### config.mk
export PLATFORM = sky130hd
export DESIGN_NAME = hazard_unit
export DESIGN_NICKNAME = d
export VERILOG_FILES = /design/src/rtl/hdu_pkg.sv /design/src/rtl/hdu_scoreboard.sv /design/src/rtl/hazard_unit.sv
export SDC_FILE = /design/constraint.sdc
export NUM_CORES = 1
export LEC_CHECK = 0
export ABC_AREA = 1
export BUFFER_PORTS_ARGS = -buffer_cell sky130_fd_sc_hd__buf_2
export CELL_PAD_IN_SITES_DETAIL_PLACEMENT = 0
export CELL_PAD_IN_SITES_GLOBAL_PLACEMENT = 1
export CORE_MARGIN = 2
export CORE_UTILIZATION = 37
export CTS_CLUSTER_DIAMETER = 80
export DETAILED_ROUTE_END_ITERATION = 6
export PLACE_DENSITY = 0.95
export SYNTH_ARGS = -nofsm -noshare
export SYNTH_HDL_FRONTEND = slang
export SYNTH_HIERARCHICAL = 1
export SYNTH_SLANG_ARGS = --single-unit
### constraint.sdc
create_clock -name clk -period 4.3 [get_ports clk]
set_input_delay 0.86 -clock clk [delete_from_list [all_inputs] [get_ports clk]]
set_output_delay 0.86 -clock clk [all_outputs]
set_load 0.005 [all_outputs]
### src/rtl/hdu_pkg.sv
// Shared encodings for the pipeline hazard controller: writeback selects and FSM states.
package hdu_pkg;

   localparam logic [1:0] WB_LOAD = 2'b00;
   localparam logic [1:0] WB_ALU  = 2'b01;
   localparam logic [1:0] WB_PC4  = 2'b10;
   localparam logic [1:0] WB_CSR  = 2'b11;

   typedef enum logic [1:0] {
      IDLE      = 2'd0,
      LOAD_WAIT = 2'd1
   } hdu_state_t;

endpackage

### src/rtl/hdu_scoreboard.sv
// Busy-bit scoreboard for outstanding long-latency writebacks, with RAW/WAW lookup for ID.
module hdu_scoreboard
   import hdu_pkg::*;
#(
   parameter int REG_ADDR_W = 5,
   parameter int NUM_REGS   = 32
) (
   input  logic                  clk,
   input  logic                  rst,
   input  logic                  ll_issue,
   input  logic [REG_ADDR_W-1:0] ll_issue_rd,
   input  logic                  ll_done,
   input  logic [REG_ADDR_W-1:0] ll_done_rd,
   input  logic [REG_ADDR_W-1:0] rs1_addr,
   input  logic                  rs1_used,
   input  logic [REG_ADDR_W-1:0] rs2_addr,
   input  logic                  rs2_used,
   input  logic [REG_ADDR_W-1:0] rd_addr,
   input  logic                  rd_we,
   output logic                  raw_hit,
   output logic                  waw_hit
);

   logic [NUM_REGS-1:0] busy;
   logic [NUM_REGS-1:0] busy_next;

   // Clear first so a same-cycle issue to the same register wins: the done belongs to the older op.
   always_comb begin
      busy_next = busy;
      if (ll_done)
         busy_next[ll_done_rd] = 1'b0;
      if (ll_issue && ll_issue_rd != '0)
         busy_next[ll_issue_rd] = 1'b1;
   end

   always_ff @(posedge clk or posedge rst) begin
      if (rst)
         busy <= '0;
      else
         busy <= busy_next;
   end

   always_comb begin
      raw_hit = (rs1_used && rs1_addr != '0 && busy[rs1_addr]) ||
                (rs2_used && rs2_addr != '0 && busy[rs2_addr]);
      waw_hit = rd_we && busy[rd_addr];
   end

endmodule

### src/rtl/hazard_unit.sv
// Pipeline hazard controller: load-use stalls with multi-cycle latency, long-latency scoreboard,
// branch flush priority and a stall-cycle counter. Define HAZARD_SCOREBOARD_EN for the per-register scoreboard.
module hazard_unit
   import hdu_pkg::*;
#(
   parameter int REG_ADDR_W = 5,
   parameter int NUM_REGS   = 32,
   parameter int LOAD_LAT   = 1
) (
   input  logic                  clk,
   input  logic                  rst,
   input  logic                  id_valid,
   input  logic [REG_ADDR_W-1:0] id_rs1_addr,
   input  logic [REG_ADDR_W-1:0] id_rs2_addr,
   input  logic                  id_rs1_used,
   input  logic                  id_rs2_used,
   input  logic [REG_ADDR_W-1:0] id_rd_addr,
   input  logic                  id_rd_we,
   input  logic                  id_ll_op,
   input  logic                  ex_valid,
   input  logic [1:0]            ex_wb_sel,
   input  logic [REG_ADDR_W-1:0] ex_rd_addr,
   input  logic                  ex_rd_we,
   input  logic                  ll_issue,
   input  logic [REG_ADDR_W-1:0] ll_issue_rd,
   input  logic                  ll_done,
   input  logic [REG_ADDR_W-1:0] ll_done_rd,
   input  logic                  ll_busy,
   input  logic                  branch_taken,
   output logic                  pc_hold,
   output logic                  ifid_hold,
   output logic                  idex_bubble,
   output logic                  ifid_flush,
   output logic [1:0]            hdu_state,
   output logic [31:0]           stall_cycles
);

   localparam logic [2:0] LAT_M1 = 3'(LOAD_LAT - 1);

   hdu_state_t state, state_next;
   logic [2:0] cnt, cnt_next;
   logic       rs1_hit, rs2_hit, load_use;
   logic       sb_stall;
   logic       stall;

   assign rs1_hit  = id_rs1_used && id_rs1_addr != '0 && id_rs1_addr == ex_rd_addr;
   assign rs2_hit  = id_rs2_used && id_rs2_addr != '0 && id_rs2_addr == ex_rd_addr;
   assign load_use = id_valid && ex_valid && ex_rd_we && ex_wb_sel == WB_LOAD &&
                     ex_rd_addr != '0 && (rs1_hit || rs2_hit);

`ifdef HAZARD_SCOREBOARD_EN
   logic raw_hit, waw_hit;

   hdu_scoreboard #(
      .REG_ADDR_W (REG_ADDR_W),
      .NUM_REGS   (NUM_REGS)
   ) u_scoreboard (
      .clk         (clk),
      .rst         (rst),
      .ll_issue    (ll_issue),
      .ll_issue_rd (ll_issue_rd),
      .ll_done     (ll_done),
      .ll_done_rd  (ll_done_rd),
      .rs1_addr    (id_rs1_addr),
      .rs1_used    (id_rs1_used),
      .rs2_addr    (id_rs2_addr),
      .rs2_used    (id_rs2_used),
      .rd_addr     (id_rd_addr),
      .rd_we       (id_rd_we),
      .raw_hit     (raw_hit),
      .waw_hit     (waw_hit)
   );

   assign sb_stall = id_valid && (raw_hit || waw_hit || (id_ll_op && ll_busy));
`else
   logic sb_unused;

   // Without a scoreboard, any busy long-latency unit serialises the instruction in ID.
   assign sb_stall  = id_valid && ll_busy;
   assign sb_unused = ^{ll_issue, ll_issue_rd, ll_done, ll_done_rd,
                        id_rd_addr, id_rd_we, id_ll_op, (NUM_REGS > 0)};
`endif

   always_ff @(posedge clk or posedge rst) begin
      if (rst) begin
         state <= IDLE;
         cnt   <= '0;
      end else begin
         state <= state_next;
         cnt   <= cnt_next;
      end
   end

   always_comb begin
      state_next = state;
      cnt_next   = cnt;
      if (branch_taken) begin
         state_next = IDLE;
         cnt_next   = '0;
      end else begin
         unique case (state)
            IDLE: begin
               if (load_use && LOAD_LAT > 1) begin
                  state_next = LOAD_WAIT;
                  cnt_next   = LAT_M1;
               end
            end
            LOAD_WAIT: begin
               if (cnt == 3'd1) begin
                  state_next = IDLE;
                  cnt_next   = '0;
               end else begin
                  cnt_next = cnt - 3'd1;
               end
            end
            default: begin
               state_next = IDLE;
               cnt_next   = '0;
            end
         endcase
      end
   end

   // The EX comparison only counts in IDLE: during LOAD_WAIT a bubble occupies EX.
   always_comb begin
      stall       = 1'b0;
      pc_hold     = 1'b0;
      ifid_hold   = 1'b0;
      idex_bubble = 1'b0;
      ifid_flush  = 1'b0;
      hdu_state   = state;
      if (!rst) begin
         stall       = ((state == IDLE && load_use) || state == LOAD_WAIT || sb_stall) && !branch_taken;
         pc_hold     = stall;
         ifid_hold   = stall;
         idex_bubble = stall || branch_taken;
         ifid_flush  = branch_taken;
      end
   end

   always_ff @(posedge clk or posedge rst) begin
      if (rst)
         stall_cycles <= '0;
      else if (pc_hold)
         stall_cycles <= stall_cycles + 32'd1;
   end

   ll_issue_not_stalled: assert property (@(posedge clk) disable iff (rst) !(ll_issue && stall));

endmodule

======== Word-level counts from Yosys, hierarchy flattened ========
Index checks and enable logic that the tools add are counted.
word-level totals
  register bits after elaboration ......... 37
  output and inout bits ................... 38
  bits of input ports ..................... 45
  word-level logic and storage cells ...... 43
operators by class
  eq/ne operators ......................... 6
  add/subtract/negate cells ............... 2
  reductions and logical operators ........ 23
  multiplexer cells ....................... 9
operator list
  cell                     number
  $add A32 B1 Y32 const B  1
  $reduce_bool A5 Y1       3
  $logic_and A1 B1 Y1      12
  $eq A5 B5 Y1             2
  $mux W3                  2
  $pmux W3 S2              1
  $logic_not A2 Y1         2
  $logic_or A1 B1 Y1       4
  $mux W2                  2
  $pmux W2 S2              1
  $eq A3 B1 Y1 const B     1
  $mux W1                  3
  $ne A3 B3 Y1 const B     1
  $sub A3 B1 Y3 const B    1
  $eq A2 B1 Y1 const B     1
  $ne A2 B2 Y1 const B     1
  $reduce_and A2 Y1        1
  $logic_not A1 Y1         1

======== Logic depth before layout (Yosys ltp) ========
Gate-level depths: netlist of run 1.
  depth after elaboration ................. 11
  depth in mapped cells ................... 13
  depth with buffers taken out ............ 12

======== Worst setup path before layout of run 1 ========
OpenSTA, ideal clock, no wires.
  path kind ............................... input port to output port
  start ................................... in ex_rd_addr[4]
  end ..................................... out pc_hold
  cell stages on the path ................. 11
  data arrival time ....................... 1.907 ns
  required time ........................... 3.440 ns
  buffers on the path ..................... 2
  slack ................................... 1.533 ns
  path through ............................ inv_1 > nor2_1 > nor3_1 > nand3_1 > nand2_1 > nand2_1 > nand2_2 > buf_6 > nand3_2 > inv_1 > buf_4
between the ends
  word-level cells in the longest chain between the ends .. 9
  elaborated cells between the ends (all ways) .. 13
  those cells by class .................... 2 x eq/ne; 1 x mux; 10 x reduce/logical
RTL lines
  what                                           RTL line                              RTL
  start, declared                                hazard_unit.sv:22                     input logic [REG_ADDR_W-1:0] ex_rd_addr,
  $eq A5 B5 Y1, on equally long branches         hazard_unit.sv:46, hazard_unit.sv:47
  $logic_and A1 B1 Y1, on equally long branches  hazard_unit.sv:46, hazard_unit.sv:47
  $logic_or A1 B1 Y1                             hazard_unit.sv:49                     ex_rd_addr != '0 && (rs1_hit || rs2_hit);
  $logic_and A1 B1 Y1 *                          hazard_unit.sv:49
  $logic_and A1 B1 Y1 *                          hazard_unit.sv:133                    stall = ((state == IDLE && load_use) || state == LOAD_WAIT || sb_stall) && !branch_taken;
  $logic_or A1 B1 Y1 * (2 in series)             hazard_unit.sv:133
  $logic_and A1 B1 Y1 *                          hazard_unit.sv:133
  $mux W1 *                                      --
  end, declared                                  hazard_unit.sv:30                     output logic pc_hold,
Every way passes the cells marked *; elsewhere a longest branch is shown, timed or not.

======== Worst setup path after layout of run 1 ========
  start ................................... in ex_rd_addr[4]
  end ..................................... out pc_hold
between the ends
  word-level cells in the longest chain between the ends .. 9
  elaborated cells between the ends (all ways) .. 13
  those cells by class .................... 2 x eq/ne; 1 x mux; 10 x reduce/logical
RTL lines
  what                                           RTL line                              RTL
  $eq A5 B5 Y1, on equally long branches         hazard_unit.sv:46, hazard_unit.sv:47
  $logic_and A1 B1 Y1, on equally long branches  hazard_unit.sv:46, hazard_unit.sv:47
  $logic_or A1 B1 Y1                             hazard_unit.sv:49
  $logic_and A1 B1 Y1 *                          hazard_unit.sv:49
  $logic_and A1 B1 Y1 *                          hazard_unit.sv:133
  $logic_or A1 B1 Y1 * (2 in series)             hazard_unit.sv:133
  $logic_and A1 B1 Y1 *                          hazard_unit.sv:133
  $mux W1 *                                      hazard_unit.sv:132                    if (!rst) begin
Marks and branches as above.

==> flow_summary.yaml, run 1 <==
power:
  vdd_ir_drop_max_uv: 142
  p_total_uw: 752
  p_leak_uw: 0.00149
  powerDensity_nw_per_um2: 263
critical_path:
  critical_path_class: "input port to output pin"
  crit_path_end_kind: "output pin"
  worst_ep_arrival_time_ps: 2030
  start_kind: "input port"
  cpPeakStageDelay_ps: 190
  crit_required_ps: 3440
  crit_slowest_cell: "nand3_2"
  crit_path_max_fanout: 9
  critPathBufInv: 4
  cp_top_family: "simple AND/OR/NAND/NOR gates"
  crit_path_cell_trace: "buf_2 -> inv_1 -> nor2_1 -> nor3_1 -> nand3_1 -> nand2_1 -> nand2_1 -> nand2_2 -> nand3_2 -> inv_1 -> buf_2"
synthesis:
  synthesis.area_um2: 2420
  yosys.area.top_type: "dfrtp_1"
  synthCells: 365
  yosysUniqueCellTypes: 29
  ys_seq_elements: 32
  syn_area_per_cell_um2: 6.64
  yosysWarnings: 6
  synth_top_area_share_pct: 33.0
  yosys-top-cells-area: "dfrtp_1 (33%), nand2_1 (17%), nand4_1 (9.3%)"
  seq_area_frac_synth_pct: 33.0
final_layout:
  reg_top3: "stall_cycles (32)"
  final_core_util_pct: 45.0
  area_delta_synth_final_pct: 17.9
  seq_area_um2: 801
  nets: 466
  final_cell_mix: "nand2_1 (111), buf_2 (61), inv_1 (56)"
  final_common_cell: "nand2_1"
  fillCellCount: 675
  largest_reg_flops: 32
  multiInputGateArea_um2: 1280
  antenna_cells: 0
  drive_gt1_share_pct: 21.6
  regMostFlops: "stall_cycles"
global_route:
  gr-usage-all-layers_pct: 17.2
  met3_usage_pct: 4.18
  grtUsageMet2_pct: 29.6
  global_route.peak_usage_layer: "met2"
  grt_pass1_vias: 2292
  antenna_found_initial: 0
  grt-ovfl-total: 0
  met1_usage_pct: 21.4
  grt_pass1_wl_um: 10200
  grt_max_degree: 57
clock_tree:
  clock-sinks: 32
  clock_latency_ps: 290
  cts.hold.buffers_added: 0
  cts_resized: 0
  htree_levels: 2
  clkSlewWorstSetupHoldPaths_ps: 70
  clockBufferDepth: 2
  cts_tree: "yes"
  cts_made_buffers: 5
  cts_setup_buffers: 0
  cts_root_buffer: "clkbuf_8"
worst_hold_path:
  hold_class: "flop to flop"
sta:
  fin_ws_ps: 1410
  fin_skew_ps: 7.95
  tightestPinTransition_ps: 538
  hold_viol: 0
  period_share_pct: 67.3
  fin_crit_ps: 2890
  maxSlewViolCount: 0
  fmax_ghz: 0.346
  final-setup-viol-count: 0
  rsz0062_at_grt: "no"
  slew_headroom_pct: 64.1
  hold_ws_ps: 509
  tns_ps: 0
detailed_routing:
  drc: 0
  firstDrtPassIters: 4
  ant_nets: 0
  routed_via_density: 5.02
  num_vias: 2500
  wirelength_um: 6010
  routedWlPerCell_um: 12.1
  drt_iter0_markers: 175
floorplan:
  die_w_um: 84.9
  io_pins: 83
  fp.coreArea_um2: 6350
  dieArea_um2: 7210
  die_h_um: 84.9
  rows: 29
  start_util_pct: 38.2
place:
  place_hpwl_um: 4400
  gp_congestion: 0.809
  place_ws_ps: 1400
  io_buffers: 61
flow_run:
  maxCapViolCount: 0
run_status:
  outcome: "completed"
==> metal layers <==
metal / vias to the layer above / part of all wire [%]
met1: 1140 / 46
met4: 0 / 1.2
met2: 70 / 47
met3: 6 / 5.7
li1: 1284 / -
met5: - / 0
==> worst register-to-register path, stage by stage (launching register included) <==
cell	delay, ps
dfrtp_1	390
ha_1	210
inv_1	90
nor2_4	160
nand3_4	120
nor2_2	110
nand3_2	140
nor2_1	160
nand3_1	90
nand2_1	90
nand2_1	60
==> final timing paths <==
path / from / to / slack [ps] / cells past startpoint
max: ex_rd_addr[4] / pc_hold / 1410 / 11
min: stall_cycles[31]$_DFFE_PP0P_ / stall_cycles[31]$_DFFE_PP0P_ / 510 / 2
max reg2reg: stall_cycles[0]$_DFFE_PP0P_ / stall_cycles[24]$_DFFE_PP0P_ / 2580 / 10
min reg2reg: stall_cycles[31]$_DFFE_PP0P_ / stall_cycles[31]$_DFFE_PP0P_ / 510 / 2
max in group asynchronous: rst / stall_cycles[7]$_DFFE_PP0P_ / 2840 / 3
min in group asynchronous: rst / stall_cycles[29]$_DFFE_PP0P_ / 700 / 2
==> power by group <==
group          leakage, µW  internal (µW)  switching [µW]
Clock            0.0000645            205             118
Sequential        0.000438            311            15.1
Combinational     0.000991           37.6            66.0
==> final cells by class <==
class | count | share of cell area [%]
clock inverters | 1 | 1.05
repair buffers | 64 | 11.5
flip-flops and latches | 32 | 28.0
clock buffers | 7 | 3.37
multi-input cells | 258 | 45.0
inverters | 59 | 7.75
well taps | 77 | 3.37
==> cells by family after synthesis <==
group	count (synthesis)	synth area share [%]
AO/OA/AOI/OAI	6	1.29
adder cells (fa/ha/maj)	1	0.516
buffers and inverters	76	14.1
XOR/XNOR	6	2.17
flip-flops	32	33.0
other	1	0.155
AND/OR/NAND/NOR	243	48.7
==> stage by stage <==
stage / cell area [µm²] / instances
floorplan: 2430 / 366
global placement: 2730 / 490
detailed placement: 2730 / 490
CTS: 2860 / 498
global route: 2860 / 498
finish: 2860 / 498
==> synth_stat cells, drive strengths merged <==
| master | instances |
|---|---|
| xor2 | 4 |
| nand3b | 1 |
| nor4 | 3 |
| o21ai | 4 |
| buf | 12 |
| nor2 | 33 |
| nand4 | 37 |
| dfrtp | 32 |
| a31oi | 1 |
| nor3 | 14 |
| xnor2 | 2 |
| ha | 1 |
| nand3 | 42 |
| conb | 1 |
| inv | 59 |
| nand2 | 113 |
| a21oi | 1 |
| clkbuf | 5 |
Power figures use the tool's default switching activity.
==> run 2: changes to the inputs <==
Settings changed: ABC_AREA 1 to 0, CORE_UTILIZATION 37 to 31, PLACE_DENSITY 0.95 to 0.86.
Clock period 4.3 ns to 2.35 ns, I/O delays scaled along.
==> run 2 against run 1 <==
  * Non-clock buffer count rose by 13
  * Via count fell by 38%
  * Global-route usage fell by 3.5 points
  * Critical path type unchanged
  * Sequential cell count did not move
  * Hold slack got worse by 120 ps
  * First-iteration DRC count fell by 73%
  * Cell count fell by 36%
  * Worst setup slack got worse by 1300 ps
==> flow_summary.yaml, run 2 <==
run_status:
  outcome: "completed"
critical_path:
  critical_path_class: "input port to output pin"
  crit_required_ps: 1880
  crit_slowest_cell: "a2111oi_4"
  critPathBufInv: 4
  rrSetupSlack_ps: 320
  critical_path.endpoint: "idex_bubble"
  crit_path_max_fanout: 2
  startpoint: "ex_rd_addr[2]"
  cpPeakStageDelay_ps: 340
  cp_top_family: "buffers and inverters"
  path_depth: 9
  reg2reg_from: "stall_cycles[7]$_DFFE_PP0P_"
  r2r_end: "stall_cycles[30]$_DFFE_PP0P_"
  worst_ep_arrival_time_ps: 1810
  crit_path_end_kind: "output pin"
  crit_path_cell_trace: "buf_8 -> buf_6 -> xnor2_2 -> nand3_2 -> a2111oi_4 -> buf_4 -> nor3_1 -> a21oi_1 -> buf_2"
  start_kind: "input port"
  worstRegToRegCells: 6
detailed_routing:
  firstDrtPassIters: 4
  ant_nets: 0
  routed_via_density: 4.81
  drc: 0
  drt_iter0_markers: 48
  wirelength_um: 4170
  num_vias: 1545
  routedWlPerCell_um: 13.0
final_layout:
  largest_reg_flops: 32
  area_delta_synth_final_pct: 39.6
  regMostFlops: "stall_cycles"
  nets: 294
  final_core_util_pct: 45.3
  reg_top3: "stall_cycles (32)"
  final_common_cell: "buf_2"
  final_cell_mix: "buf_2 (58), dfrtp_1 (32), xor2_1 (30)"
  drive_gt1_share_pct: 45.0
  fin_cells: 321
  antenna_cells: 0
floorplan:
  rows: 27
  start_util_pct: 32.5
  die_w_um: 80.2
  io_pins: 83
  fp.coreArea_um2: 5540
  die_h_um: 80.2
  dieArea_um2: 6430
synthesis:
  async_flop_share_pct: 100
  synth-edff-count: 0
  yosysUniqueCellTypes: 30
  synthCells: 172
  yosysWarnings: 6
  synth-main-ff-cell: "dfrtp_1"
  yosysMostFrequentCell: "dfrtp_1"
  yosys.area.top_type: "dfrtp_1"
  seq_area_frac_synth_pct: 44.5
  syn_area_per_cell_um2: 10.5
  ys_seq_elements: 32
  synthesis.area_um2: 1800
  synth_top_area_share_pct: 44.5
  yosys-top-cells-area: "dfrtp_1 (45%), xor2_1 (15%), nor4_2 (9.7%)"
  synth_commonest_cells: "dfrtp_1 (32), xor2_1 (30), nand2_1 (15)"
sta:
  final-setup-viol-count: 0
  hold_viol: 0
  maxSlewViolCount: 0
  fmax_ghz: 0.439
  fin_skew_ps: 3.34
  fin_crit_ps: 2280
  rsz0062_at_grt: "yes"
  tns_ps: 0
  hold_ws_ps: 386
  period_share_pct: 97.0
clock_tree:
  cts_made_buffers: 5
  cts_root_buffer: "clkbuf_8"
  clkSlewWorstSetupHoldPaths_ps: 70
  htree_levels: 2
  clock-sinks: 32
  cts.hold.buffers_added: 0
  cts_tree: "yes"
  clock_latency_ps: 280
  clockBufferDepth: 2
global_route:
  antenna_found_initial: 0
  grt-ovfl-total: 0
  grt_max_degree: 33
  grt_pass1_wl_um: 6830
  grt_pass1_vias: 1475
  gr-usage-all-layers_pct: 13.7
place:
  io_buffers: 61
  gp_congestion: 0.749
  dpl.cell_count: 312
  place_hpwl_um: 3040
power:
  powerDensity_nw_per_um2: 497
  p_leak_uw: 0.00128
  p_total_uw: 1250
  vdd_ir_drop_max_uv: 220
worst_hold_path:
  hold_class: "input port to async pin"
flow_run:
  maxCapViolCount: 0
==> run 2: cell types whose count changed after synthesis, sizes merged, moves of 13 or more <==
cell	before	now
nor4	3	16
nand3	42	9
nor2	33	5
nand2	113	15
xor2	4	30
inv	59	7
nand4	37	4
==> run 2: worst min-delay path: cells and delay by family <==
family | cells | cell delay (ps)
buffers and inverters | 3 | 620
==> run 2: worst min-delay path by stage <==
stage,from,endpoint,slack [ps],cells past startpoint
2_1_floorplan,stall_cycles[31]$_DFFE_PP0P_,stall_cycles[31]$_DFFE_PP0P_,460,1
3_3_place_gp,stall_cycles[31]$_DFFE_PP0P_,stall_cycles[31]$_DFFE_PP0P_,450,1
3_5_place_dp,stall_cycles[31]$_DFFE_PP0P_,stall_cycles[31]$_DFFE_PP0P_,460,1
4_1_cts,rst,stall_cycles[17]$_DFFE_PP0P_,400,3
5_1_grt,rst,stall_cycles[17]$_DFFE_PP0P_,430,3
6_report,rst,stall_cycles[17]$_DFFE_PP0P_,390,3
==> run 2: final cells by class <==
type / count / area [µm²]
fillers: 543 / 3030
multi-input cells: 125 / 1050
flip-flops and latches: 32 / 801
repair buffers: 77 / 455
clock buffers: 8 / 90.1
well taps: 72 / 90.1
inverters: 7 / 30.0
==> run 2: where the power goes <==
part	switching, µW	internal [µW]
combinational	97.0	106
sequential	33.0	582
clock	192	239
total	322	927
==> run 2: per-stage QoR <==
| stage | instance area (µm²) | setup WS, ps |
|---|---|---|
| 6_report | 2510 | 69.9 |
| 4_1_cts | 2440 | 7.75 |
| 3_3_place_gp | 2280 | -127 |
| 3_5_place_dp | 2280 | -143 |
| 5_1_grt | 2510 | -16.2 |
| 2_1_floorplan | 1810 | 35.1 |
==> run 2: kinds of logic after synthesis <==
group                    after synthesis  synth area share, %
AND/OR/NAND/NOR                       76                 27.9
AO/OA/AOI/OAI                          5                 2.50
multiplexers                           1                0.626
adder cells (fa/ha/maj)                1                0.695
XOR/XNOR                              40                 19.5
flip-flops                            32                 44.5
buffers and inverters                 16                 4.10
other                                  1                0.208
==> run 2: per-layer routing <==
layer	share of wire (%)	up-vias	track usage [%]
met5	0	-	0
met4	0.55	0	4.07
met3	7.6	2	5.06
met2	49	58	21.6
met1	43	738	17.4
li1	-	747	-
==> run 2: repair_timing <==
| item | in CTS | in global routing |
|---|---|---|
| setup buffers | 0 | 1 |
| pin swaps | 5 | 6 |
| endpoints found under the setup margin | 3 | 3 |
| resized for setup | 9 | 14 |
==> run 3: changes to the inputs <==
Settings changed: SETUP_SLACK_MARGIN from default to 0.3.
==> run 3 against run 2 <==
  * Critical path depth fell by 2
  * Die area did not move
  * Maximum frequency rose by 4.2%
  * Core utilization rose by 2.3 points
  * Critical path type unchanged
  * Largest cell class unchanged
==> flow_summary.yaml, run 3 (synthesized netlist as in run 2, its figures left out) <==
detailed_routing:
  firstDrtPassIters: 4
  ant_nets: 0
  routed_via_density: 4.96
  num_vias: 1563
  drt_iter0_markers: 68
  routedWlPerCell_um: 14.4
  wirelength_um: 4530
  drc: 0
floorplan:
  io_pins: 83
  rows: 27
  die_w_um: 80.2
  die_h_um: 80.2
  start_util_pct: 32.5
  fp.coreArea_um2: 5540
  dieArea_um2: 6430
place:
  io_buffers: 61
  place_ws_ps: 55.3
  place_hpwl_um: 3020
  gp_congestion: 0.769
  dpl.cell_count: 303
critical_path:
  worstRegToRegCells: 6
  crit_required_ps: 1880
  crit_path_end_kind: "output pin"
  critical_path_class: "input port to output pin"
  worst_ep_arrival_time_ps: 1720
  crit_path_max_fanout: 3
  start_kind: "input port"
final_layout:
  final_cell_mix: "buf_2 (60), dfrtp_1 (32), xor2_1 (30)"
  nets: 288
  fin_cells: 315
  largest_reg_flops: 32
  final_core_util_pct: 47.6
  area_delta_synth_final_pct: 46.7
  final_common_cell: "buf_2"
  reg_top3: "stall_cycles (32)"
  drive_gt1_share_pct: 48.6
  regMostFlops: "stall_cycles"
  antenna_cells: 0
clock_tree:
  cts_made_buffers: 5
  cts_tree: "yes"
  cts_root_buffer: "clkbuf_8"
  clockBufferDepth: 2
  htree_levels: 2
  clkSlewWorstSetupHoldPaths_ps: 70
  clock-sinks: 32
  clock_latency_ps: 290
power:
  vdd_ir_drop_max_uv: 324
  powerDensity_nw_per_um2: 507
  p_leak_uw: 0.00143
sta:
  period_share_pct: 93.1
  fin_crit_ps: 2190
  final-setup-viol-count: 0
  fin_skew_ps: 8.77
  rsz0062_at_grt: "yes"
  fin_ws_ps: 163
  tns_ps: 0
  hold_viol: 0
  fmax_ghz: 0.457
  hold_ws_ps: 404
  maxSlewViolCount: 0
global_route:
  grt_pass1_wl_um: 7050
  met3_usage_pct: 4.61
  antenna_found_initial: 0
  gr-usage-all-layers_pct: 14.0
  grt-ovfl-total: 0
  grtUsageMet2_pct: 23.4
  global_route.peak_usage_layer: "met2"
  grt_pass1_vias: 1525
  grt_max_degree: 33
  met1_usage_pct: 16.7
run_status:
  outcome: "completed"
flow_run:
  maxCapViolCount: 0
worst_hold_path:
  hold_class: "input port to async pin"
-- run 3: cell type report --
cell class / count / area (µm²)
Clock buffer: 5 / 68.8
Clock inverter: 3 / 42.5
Fill cell: 520 / 2900
Inverter: 7 / 30.0
Multi-Input combinational cell: 125 / 1180
Sequential cell: 32 / 801
Tap cell: 72 / 90.1
Timing Repair Buffer: 71 / 428
-- run 3: worst paths after layout --
| kind | startpoint | slack [ps] | to |
|---|---|---|---|
| min in group clk | stall_cycles[31]$_DFFE_PP0P_ | 480 | stall_cycles[31]$_DFFE_PP0P_ |
| setup reg to reg | stall_cycles[10]$_DFFE_PP0P_ | 410 | stall_cycles[31]$_DFFE_PP0P_ |
| hold reg to reg | stall_cycles[31]$_DFFE_PP0P_ | 480 | stall_cycles[31]$_DFFE_PP0P_ |
| hold / removal | rst | 400 | stall_cycles[9]$_DFFE_PP0P_ |
| setup / recovery | ex_wb_sel[1] | 160 | pc_hold |
| max in group asynchronous | rst | 1640 | stall_cycles[4]$_DFFE_PP0P_ |
-- run 3: what timing repair did --
item,in CTS,in global routing
resized for setup,5,17
setup buffers,1,1
pin swaps,4,21
hold buffers,0,0
endpoints found under the hold margin,0,0
setup endpoints to repair,6,24
gates cloned,0,2
-- run 3: worst max-delay path, stage by stage --
cell and delay, ps:
buf_6 90, nand4b_1 150, a211o_1 300, a2111oi_4 330, o31ai_4 120, nor2_2 130
buf_2 140
-- run 3: per-stage QoR --
stage / area (µm²) / power [µW]
global placement: 2330 / 801
detailed placement: 2330 / 807
CTS: 2480 / 1350
global route: 2640 / 1410
floorplan: 1950 / 725
finish: 2640 / 1340
-- run 3: report_power, final --
part,internal (µW),leakage [µW],switching [µW]
logic,95.5,0.000952,98.7
registers,582,0.000426,35.6
clock network,314,0.0000541,213
-- run 3: metal layers --
layer	routed length (µm)	share of wire [%]
met3	279	6.2
met5	0	0
met1	1910	42
met2	2290	51
met4	40	0.88
